### config.mk
export PLATFORM = sky130hd
export DESIGN_NAME = key_scan_debounce_flat
export DESIGN_NICKNAME = d
export VERILOG_FILES = /design/src/rtl/key_scan_debounce_pkg.sv /design/src/rtl/key_scan_debounce_if.sv /design/src/rtl/key_scan_debounce_cell.sv /design/src/rtl/key_scan_debounce.sv /design/src/flat_wrapper.sv
export SDC_FILE = /design/constraint.sdc
export NUM_CORES = 1
export LEC_CHECK = 0
export CORE_MARGIN = 4
export CORE_UTILIZATION = 44
export CTS_CLUSTER_DIAMETER = 40
export CTS_CLUSTER_SIZE = 28
export DETAILED_ROUTE_END_ITERATION = 7
export DONT_BUFFER_PORTS = 1
export GPL_ROUTABILITY_DRIVEN = 0
export PLACE_DENSITY = 0.63
export SYNTH_ARGS = -nofsm -noshare
export SYNTH_HDL_FRONTEND = slang
export SYNTH_HIERARCHICAL = 1
export SYNTH_SLANG_ARGS = --single-unit
### constraint.sdc
create_clock -name CLK -period 7.1 [get_ports CLK]
set_input_delay 2.13 -clock CLK [delete_from_list [all_inputs] [get_ports CLK]]
set_output_delay 2.13 -clock CLK [all_outputs]
set_load 0.02 [all_outputs]
### src/rtl/key_scan_debounce_pkg.sv
// Shared sizes, column-state encoding and key/column helpers for the key scanner.
package key_scan_pkg;

    localparam int NUM_COLS = 3;
    localparam int NUM_ROWS = 3;
    localparam int NUM_KEYS = NUM_COLS * NUM_ROWS;

    typedef enum logic [1:0] {
        COL0 = 2'd0,
        COL1 = 2'd1,
        COL2 = 2'd2
    } col_state_t;

    function automatic int key_index(input int col, input int row);
        return col * NUM_ROWS + row;
    endfunction

    // Active-low column drive: exactly one zero for the selected column.
    function automatic logic [NUM_COLS-1:0] col_drive(input col_state_t c);
        return ~(NUM_COLS'(1) << c);
    endfunction

endpackage

### src/rtl/key_scan_debounce_if.sv
// Matrix pins plus debounced key outputs; master is the scanner, slave the board/consumer side.
interface key_scan_debounce_if;
    import key_scan_pkg::*;

    logic [NUM_ROWS-1:0] SW_INPUT;
    logic [NUM_COLS-1:0] SW_COMMON;
    logic [NUM_KEYS-1:0] key_level;
    logic [NUM_KEYS-1:0] key_press;
    logic [NUM_KEYS-1:0] key_release;
    logic [1:0]          scan_col;

    modport master (
        input  SW_INPUT,
        output SW_COMMON, key_level, key_press, key_release, scan_col
    );

    modport slave (
        output SW_INPUT,
        input  SW_COMMON, key_level, key_press, key_release, scan_col
    );

endinterface

### src/rtl/key_scan_debounce_cell.sv
// Per-key debouncer: stable state changes after DEBOUNCE_CNT consecutive disagreeing samples.
// Press/release pulses are registered and last one cycle.
module key_debounce_cell #(
    parameter int DEBOUNCE_CNT = 3
) (
    input  logic CLK,
    input  logic RESET,
    input  logic sample_en,
    input  logic raw,
    output logic level,
    output logic press,
    output logic release_pulse
);

    localparam logic [3:0] CNT_LAST = 4'(DEBOUNCE_CNT);

    logic       stable;
    logic [3:0] cnt;
    logic       hit;

    assign hit   = (cnt + 4'd1) == CNT_LAST;
    assign level = stable;

    always_ff @(posedge CLK) begin
        if (RESET) begin
            stable        <= 1'b0;
            cnt           <= 4'd0;
            press         <= 1'b0;
            release_pulse <= 1'b0;
        end else begin
            press         <= 1'b0;
            release_pulse <= 1'b0;
            if (sample_en) begin
                if (raw == stable) begin
                    cnt <= 4'd0;
                end else if (hit) begin
                    stable        <= raw;
                    cnt           <= 4'd0;
                    press         <= raw;
                    release_pulse <= ~raw;
                end else begin
                    cnt <= cnt + 4'd1;
                end
            end
        end
    end

endmodule

### src/rtl/key_scan_debounce.sv
// 3x3 matrix scanner: rotates column drive every SCAN_DIV cycles, samples synchronized rows
// at the end of each slot and debounces every key independently.
module key_scan_debounce
    import key_scan_pkg::*;
#(
    parameter int SCAN_DIV     = 5000,
    parameter int DEBOUNCE_CNT = 3
) (
    input  logic                CLK,
    input  logic                RESET,
    key_scan_debounce_if.master bus
);

    localparam int               DIV_W    = $clog2(SCAN_DIV);
    localparam logic [DIV_W-1:0] DIV_LAST = DIV_W'(SCAN_DIV - 1);

    col_state_t          state, state_next;
    logic [1:0]          state_idx;
    logic [DIV_W-1:0]    div_cnt;
    logic                strobe;
    logic [NUM_ROWS-1:0] sync_a, sync_b;
    logic [NUM_COLS-1:0] sw_common;
    logic [1:0]          scan_col;
    logic [NUM_KEYS-1:0] sample_en;
    logic [NUM_KEYS-1:0] level, press, release_pulse;

    assign strobe    = (div_cnt == DIV_LAST);
    assign state_idx = state;

    always_ff @(posedge CLK) begin
        if (RESET) begin
            state <= COL0;
        end else begin
            state <= state_next;
        end
    end

    always_comb begin
        state_next = state;
        if (strobe) begin
            case (state)
                COL0:    state_next = COL1;
                COL1:    state_next = COL2;
                COL2:    state_next = COL0;
                default: state_next = COL0;
            endcase
        end
    end

    always_ff @(posedge CLK) begin
        if (RESET) begin
            div_cnt <= '0;
        end else if (strobe) begin
            div_cnt <= '0;
        end else begin
            div_cnt <= div_cnt + DIV_W'(1);
        end
    end

    // Column drive is registered from the current state so it moves the cycle after the wrap.
    always_ff @(posedge CLK) begin
        if (RESET) begin
            sw_common <= '1;
            scan_col  <= 2'd0;
        end else begin
            sw_common <= col_drive(state);
            scan_col  <= state_idx;
        end
    end

    always_ff @(posedge CLK) begin
        if (RESET) begin
            sync_a <= '1;
            sync_b <= '1;
        end else begin
            sync_a <= bus.SW_INPUT;
            sync_b <= sync_a;
        end
    end

    for (genvar c = 0; c < NUM_COLS; c++) begin : g_col
        for (genvar r = 0; r < NUM_ROWS; r++) begin : g_row
            localparam int K = key_index(c, r);

            assign sample_en[K] = strobe && (state_idx == 2'(c));

            key_debounce_cell #(
                .DEBOUNCE_CNT (DEBOUNCE_CNT)
            ) u_cell (
                .CLK           (CLK),
                .RESET         (RESET),
                .sample_en     (sample_en[K]),
                .raw           (~sync_b[r]),
                .level         (level[K]),
                .press         (press[K]),
                .release_pulse (release_pulse[K])
            );
        end
    end

    assign bus.SW_COMMON   = sw_common;
    assign bus.scan_col    = scan_col;
    assign bus.key_level   = level;
    assign bus.key_press   = press;
    assign bus.key_release = release_pulse;

endmodule

### src/flat_wrapper.sv
// flat-port wrapper written by rule: the top's interface ports become plain ports
module key_scan_debounce_flat import key_scan_pkg::*;
#(
    parameter int SCAN_DIV     = 5000,
    parameter int DEBOUNCE_CNT = 3
)
  (CLK, RESET, bus_SW_INPUT, bus_SW_COMMON, bus_key_level, bus_key_press, bus_key_release, bus_scan_col);
  key_scan_debounce_if bus_i ();
  input  logic CLK;
  input  logic RESET;
  input wire logic [$bits(bus_i.SW_INPUT)-1:0] bus_SW_INPUT;
  output wire logic [$bits(bus_i.SW_COMMON)-1:0] bus_SW_COMMON;
  output wire logic [$bits(bus_i.key_level)-1:0] bus_key_level;
  output wire logic [$bits(bus_i.key_press)-1:0] bus_key_press;
  output wire logic [$bits(bus_i.key_release)-1:0] bus_key_release;
  output wire logic [$bits(bus_i.scan_col)-1:0] bus_scan_col;
  assign bus_i.SW_INPUT = bus_SW_INPUT;
  assign bus_SW_COMMON = bus_i.SW_COMMON;
  assign bus_key_level = bus_i.key_level;
  assign bus_key_press = bus_i.key_press;
  assign bus_key_release = bus_i.key_release;
  assign bus_scan_col = bus_i.scan_col;
  key_scan_debounce #(.SCAN_DIV(SCAN_DIV), .DEBOUNCE_CNT(DEBOUNCE_CNT)) u_core (.CLK(CLK), .RESET(RESET), .bus(bus_i));
endmodule
==> flow_summary.yaml, run 1 <==
cells_and_area:
  seqCellArea_um2: 1782
  fillers: 937
  layout-drive-gt1-share: 0.09853
  nNetsFinal: 496
  postLayoutCellArea_um2: 4750
  syn2layout_area_growth_pct: 8.241
  diodes: 0
  multi_input_area_um2: 2511
  instances_no_fill: 610
sta:
  slew_violations: 0
  rsz0062_at_grt: "no"
  fmax_mhz: 328.6
  setup_violations: 0
  fin_skew_ns: 0.009097
  timing.final.crit_period_ns: 3.043
  tns_ns: 0
  setup_slack_ns: 4.057
  finalHoldViolations: 0
  worst_slew_pin_slew_ns: 0.9944
  layout_worst_path_cycle_share: 0.4286
  maxSlewHeadroom: 0.3284
logic_synthesis:
  ys_seq_area_frac: 0.4060
  yosys.area.top_type_share: 0.4060
  synth_top_area_cell: "dfxtp_1"
  post_synth_num_cell_types: 35
  ys_seq_elements: 89
  synthCells: 469
  synthTopCellsByArea: "dfxtp_1, ha_1, a21oi_1, o41ai_1, nor4b_1"
  syn_avg_cell_area_um2: 9.356
  synthTopCellsByCount: "dfxtp_1, a21oi_1, o21ai_0"
  yosysMostFrequentCell: "dfxtp_1"
  synthFlopType: "dfxtp_1"
  synth_edf_count: 0
  synth-async-reset-ratio: 0
  synth_warnings: 6
  syn_nets: 493
  syn_area_um2: 4388
floorplanning:
  die_w_um: 107.9
  design.core.area_um2: 9729
  initial_utilization: 0.4510
  num_rows: 36
  io_pins: 37
  die_h_um: 107.9
  die_area_um2: 11630
place:
  dp_slack_ns: 4.277
  hpwl_um: 5664
  io_buffer_count: 0
  dpl_cell_area_um2: 4553
  dp.cells: 594
drt:
  drc: 0
  vias_per_cell: 5.590
  avgRoutedWirePerCell_um: 13.69
  initialDrtViolationCount: 157
  drtPass1Iterations: 5
  drt_wl_total_um: 8351
  ant_nets: 0
  vias: 3410
clock_network:
  cts_buffers: 9
  cts_tree: "yes"
  postCtsSetupBuffers: 0
  hold_buffers: 0
  root_buffer: "clkbuf_8"
  clk_pin_slew_worst_paths_ns: 0.08
  cts_resized: 0
  cts_sinks: 89
  clockBufferDepth: 2
  clock_latency_ns: 0.36
  htree_levels: 3
worst_setup_path:
  critical_path.max_fanout: 5
  crit_path_start_kind: "register"
  path_class: "register to primary output"
  worstSetupEndpointType: "primary output"
  critPathRequiredTime_ns: 4.97
  arrival_ns: 0.91
pwr:
  combPwrFrac: 0.017
  leakagePower_nw: 1.625
  p_clk_frac: 0.400
  p_seq_frac: 0.583
  swShare: 0.2127
  ir_worst_vdd_v: 0.00007021
  power_uw: 864.4
  switchingPower_uw: 183.8
  intPower_uw: 680.6
  power.density_nw_per_um2: 182.0
worst_hold_path:
  hp-class: "register to register"
grt:
  grt_pass1_wl_um: 14650
  antenna_found_initial: 1
  grt_usage: 0.1547
  gr-total-overflow: 0
  grt_max_degree: 101
  grt_pass1_vias: 3143
run:
  cap_violations: 0
outcome:
  status: "finished, final reports clean"
## sequential cells by signal, summed over array words and instances, names as in the netlist
signal and cells:
u_core/state 2, u_core/sync_b 3, u_core/bus.scan_col 2, u_core/bus.SW_COMMON 3, u_core/g_col.g_row.u_cell/press 9, u_core/sync_a 3, u_core/div_cnt 13, u_core/g_col.g_row.u_cell/release_pulse 9
u_core/g_col.g_row.u_cell/cnt 36, u_core/g_col.g_row.u_cell/level 9
## routing by layer
metal | wire (µm) | GRT usage | part of all wire | vias up
met4 | 125 | 0.06583 | 0.015 | 2
met1 | 4104 | 0.2038 | 0.49 | 1590
met2 | 3809 | 0.2385 | 0.46 | 51
met5 | 13 | 0 | 0.0016 | -
li1 | - | - | - | 1754
met3 | 298 | 0.04079 | 0.036 | 13
## placed cells by master (no fill, tap or decap), types with 2 or more instances in the layout
master      synthesis  final
inv_1              17     17
buf_4               0      4
or3b_2              9      9
ha_1               19     19
clkinvlp_4          0      2
nand2b_4            9      9
or2_2               6      6
xnor2_1            11     11
clkbuf_8            0     10
nor3b_2             0      2
nand2b_1           10     10
nor2_1             13     13
o22a_1              9      9
and3_1             10     10
or3b_1              9      9
nand2_1            22     22
nand3b_1           10     10
clkinv_2            0      2
mux2i_1            10     10
o21ai_0            31     31
nand3_1            13     13
a21boi_0            9      9
o31ai_1             4      4
nor4b_1            18     18
or4_1               6      6
a21oi_1            35     35
or3_1              22     22
dfxtp_1            89     89
o41ai_1            19     19
nand4_1            21     21
or2b_1             18     18
## layout make-up
class / instances / area share
Sequential cell: 89 / 0.3751
Timing Repair Buffer: 4 / 0.006322
Inverter: 17 / 0.01344
Clock buffer: 11 / 0.02977
Tap cell: 133 / 0.03504
Clock inverter: 5 / 0.01159
Multi-Input combinational cell: 351 / 0.5287
## power groups by stage
stage	Sequential, mW	Combinational (mW)	Clock [mW]
floorplan	0.516	0.0179	0
global placement	0.516	0.0144	0
detailed placement	0.516	0.0144	0
CTS	0.504	0.0145	0.362
global route	0.505	0.0160	0.383
finish	0.504	0.0143	0.346
## metrics by stage
step / utilization / hold WS (ns)
global route: 0.4882 / 0.4286
finish: 0.4882 / 0.4132
floorplan: - / 0.3895
global placement: 0.4680 / 0.3906
detailed placement: 0.4680 / 0.3944
CTS: 0.4882 / 0.4133
## final timing paths
kind                                              start                               endpoint  slack, ns  cells after the start
hold / removal                         u_core/sync_a[2]                       u_core/sync_b[2]       0.41                      1
hold reg to reg                        u_core/sync_a[2]                       u_core/sync_b[2]       0.41                      1
setup reg to reg                      u_core/div_cnt[6]  u_core/g_col[2].g_row[1].u_cell/press       4.32                      7
setup / recovery  u_core/g_col[2].g_row[1].u_cell/level                       bus_key_level[7]       4.06                      0
## cell families after synthesis
group	count (synthesis)	share of synthesized area
adders and majority gates	19	0.05418
buffers and inverters	29	0.02509
muxes	11	0.02623
AOI/OAI and AO/OA	107	0.1534
and+or+nand+nor	202	0.3111
xor gates and xnor gates	12	0.02395
DFF	89	0.4060
Power figures use the tool's default switching activity.
==> run 2: changes to the inputs <==
clock period = 3.13 ns   (was 7.1 ns; I/O delays follow)
==> run 2 against run 1 <==
Against the previous run:
- count of clock-buffer cells in the layout decreased by 1
- critical path depth rose by 7
- final cell count unchanged
- wire length up 3.1%
- utilization is 0.58 points higher
- clock skew grew 0.0021 ns
- global-route usage is 0.085 points higher
- combinational power grew 140%
- via count rose by 1.4%
- register-to-register slack worse by 3.9 ns
- critical path type is now register to register
- largest cell class unchanged
- largest power group unchanged
==> flow_summary.yaml, run 2 (same netlist as run 1, synthesis figures left out) <==
floorplanning:
  die_w_um: 107.9
  num_rows: 36
  io_pins: 37
  design.core.area_um2: 9729
  die_h_um: 107.9
  die_area_um2: 11630
  initial_utilization: 0.4510
cells_and_area:
  syn2layout_area_growth_pct: 9.524
  diodes: 0
  layout_commonest_cell: "dfxtp_1"
  fillers: 930
  nNetsFinal: 496
  layout-drive-gt1-share: 0.1006
  regMostFlops: "u_core/g_col.g_row.u_cell/cnt"
  mostFrequentLayoutCells: "dfxtp_1, a21oi_1, o21ai_0"
  top_regs: "u_core/g_col.g_row.u_cell/cnt: 36 flops, u_core/div_cnt: 13 flops"
  largest_reg_flops: 36
  instances_no_fill: 610
  final_core_util: 0.4940
pwr:
  power.density_nw_per_um2: 446.3
  ir_worst_vdd_v: 0.0002375
  leakagePower_nw: 1.652
drt:
  initialDrtViolationCount: 207
  vias_per_cell: 5.670
  drtPass1Iterations: 4
  vias: 3459
  avgRoutedWirePerCell_um: 14.11
  ant_nets: 0
  drc: 0
  drt_wl_total_um: 8610
sta:
  tns_ns: 0
  fin_skew_ns: 0.01121
  fmax_mhz: 362.6
  maxSlewHeadroom: 0.6565
  worst_slew_pin_slew_ns: 0.5147
  setup_violations: 0
  finalHoldViolations: 0
  layout_worst_path_cycle_share: 0.8812
  rsz0062_at_grt: "no"
  slew_violations: 0
  timing.final.crit_period_ns: 2.758
grt:
  grt_usage: 0.1555
  grt_pass1_vias: 3217
  gr-total-overflow: 0
  grt_max_degree: 101
  antenna_found_initial: 0
  grt_pass1_wl_um: 14710
clock_network:
  htree_levels: 3
  root_buffer: "clkbuf_8"
  clockBufferDepth: 2
  postCtsSetupBuffers: 0
  cts_tree: "yes"
  cts_sinks: 89
  cts_resized: 0
  clk_pin_slew_worst_paths_ns: 0.09
  clock_latency_ns: 0.36
  hold_buffers: 0
  cts_buffers: 9
worst_setup_path:
  cp_common_cell: "or4_1"
  cp.depth: 7
  arrival_ns: 3.01
  crit_path_start_kind: "register"
  crit_chain: "or4_1, or4_1, nor3b_2, buf_4, nand4_1, o22a_1, nor4b_1"
  worstSetupEndpointType: "register"
  r2r_cells: 7
  critical_path.max_fanout: 21
  path_class: "register to register"
  cpPeakStageDelay_ns: 0.60
  critical-path-top-delay-family: "simple AND/OR/NAND/NOR gates"
  cp_slowest_cell: "or4_1"
  critPathRequiredTime_ns: 3.38
  path_buf_inv: 1
worst_hold_path:
  min_path_cells: 1
  hp-class: "register to register"
run:
  cap_violations: 0
place:
  dp.cells: 594
  io_buffer_count: 0
  hpwl_um: 5689
outcome:
  status: "finished, final reports clean"
[run 2: cell types whose count changed in the layout (fill, tap and decap cells not counted), sizes merged]
cell      before  now
clkinvlp       2    1
clkbuf        11   10
bufinv         1    3
[run 2: worst reg2reg max path, cell delays in order, from the launching register on]
cell,delay (ns)
dfxtp_1,0.34
or4_1,0.54
or4_1,0.60
nor3b_2,0.24
buf_4,0.28
nand4_1,0.12
o22a_1,0.25
nor4b_1,0.29
[run 2: power by group]
part	total (mW)	internal, mW	switching [mW]	leakage (nW)
sequential	1.14	1.14	0.00536	0.719
clock	0.967	0.554	0.413	0.123
combinational	0.0337	0.0170	0.0167	0.810
[run 2: worst paths after layout]
kind / startpoint / end / slack [ns]
max reg2reg: u_core/div_cnt[6] / u_core/g_col[2].g_row[1].u_cell/release_pulse / 0.37
min reg2reg: u_core/sync_a[1] / u_core/sync_b[1] / 0.41
max: u_core/div_cnt[6] / u_core/g_col[2].g_row[1].u_cell/release_pulse / 0.37
min: u_core/sync_a[1] / u_core/sync_b[1] / 0.41
[run 2: per-stage QoR]
step / power (mW) / hold WS [ns] / instance area [µm²] / setup slack, ns
detailed placement: 1.205 / 0.3960 / 4553 / 0.3641
finish: 2.145 / 0.4145 / 4806 / 0.3718
global placement: 1.204 / 0.3935 / 4553 / 0.4859
floorplan: 1.210 / 0.3895 / 4403 / 0.1811
global route: 2.231 / 0.4373 / 4806 / 0.1611
CTS: 2.176 / 0.4182 / 4806 / 0.3371
[run 2: final cells by class]
cell class | instances | area, µm² | area share
multi-input cells | 351 | 2511 | 0.5225
flip-flops and latches | 89 | 1782 | 0.3707
well taps | 133 | 166.4 | 0.03463
clock buffers | 10 | 137.6 | 0.02864
clock inverters | 6 | 115.1 | 0.02395
inverters | 17 | 63.81 | 0.01328
repair buffers | 4 | 30.03 | 0.006248
[run 2: routing by layer]
metal	part of all wire	track usage	vias to the layer above
li1	-	-	1753
met3	0.044	0.04199	11
met4	0.016	0.06673	0
met1	0.49	0.2019	1627
met5	0	0	-
met2	0.45	0.2425	68
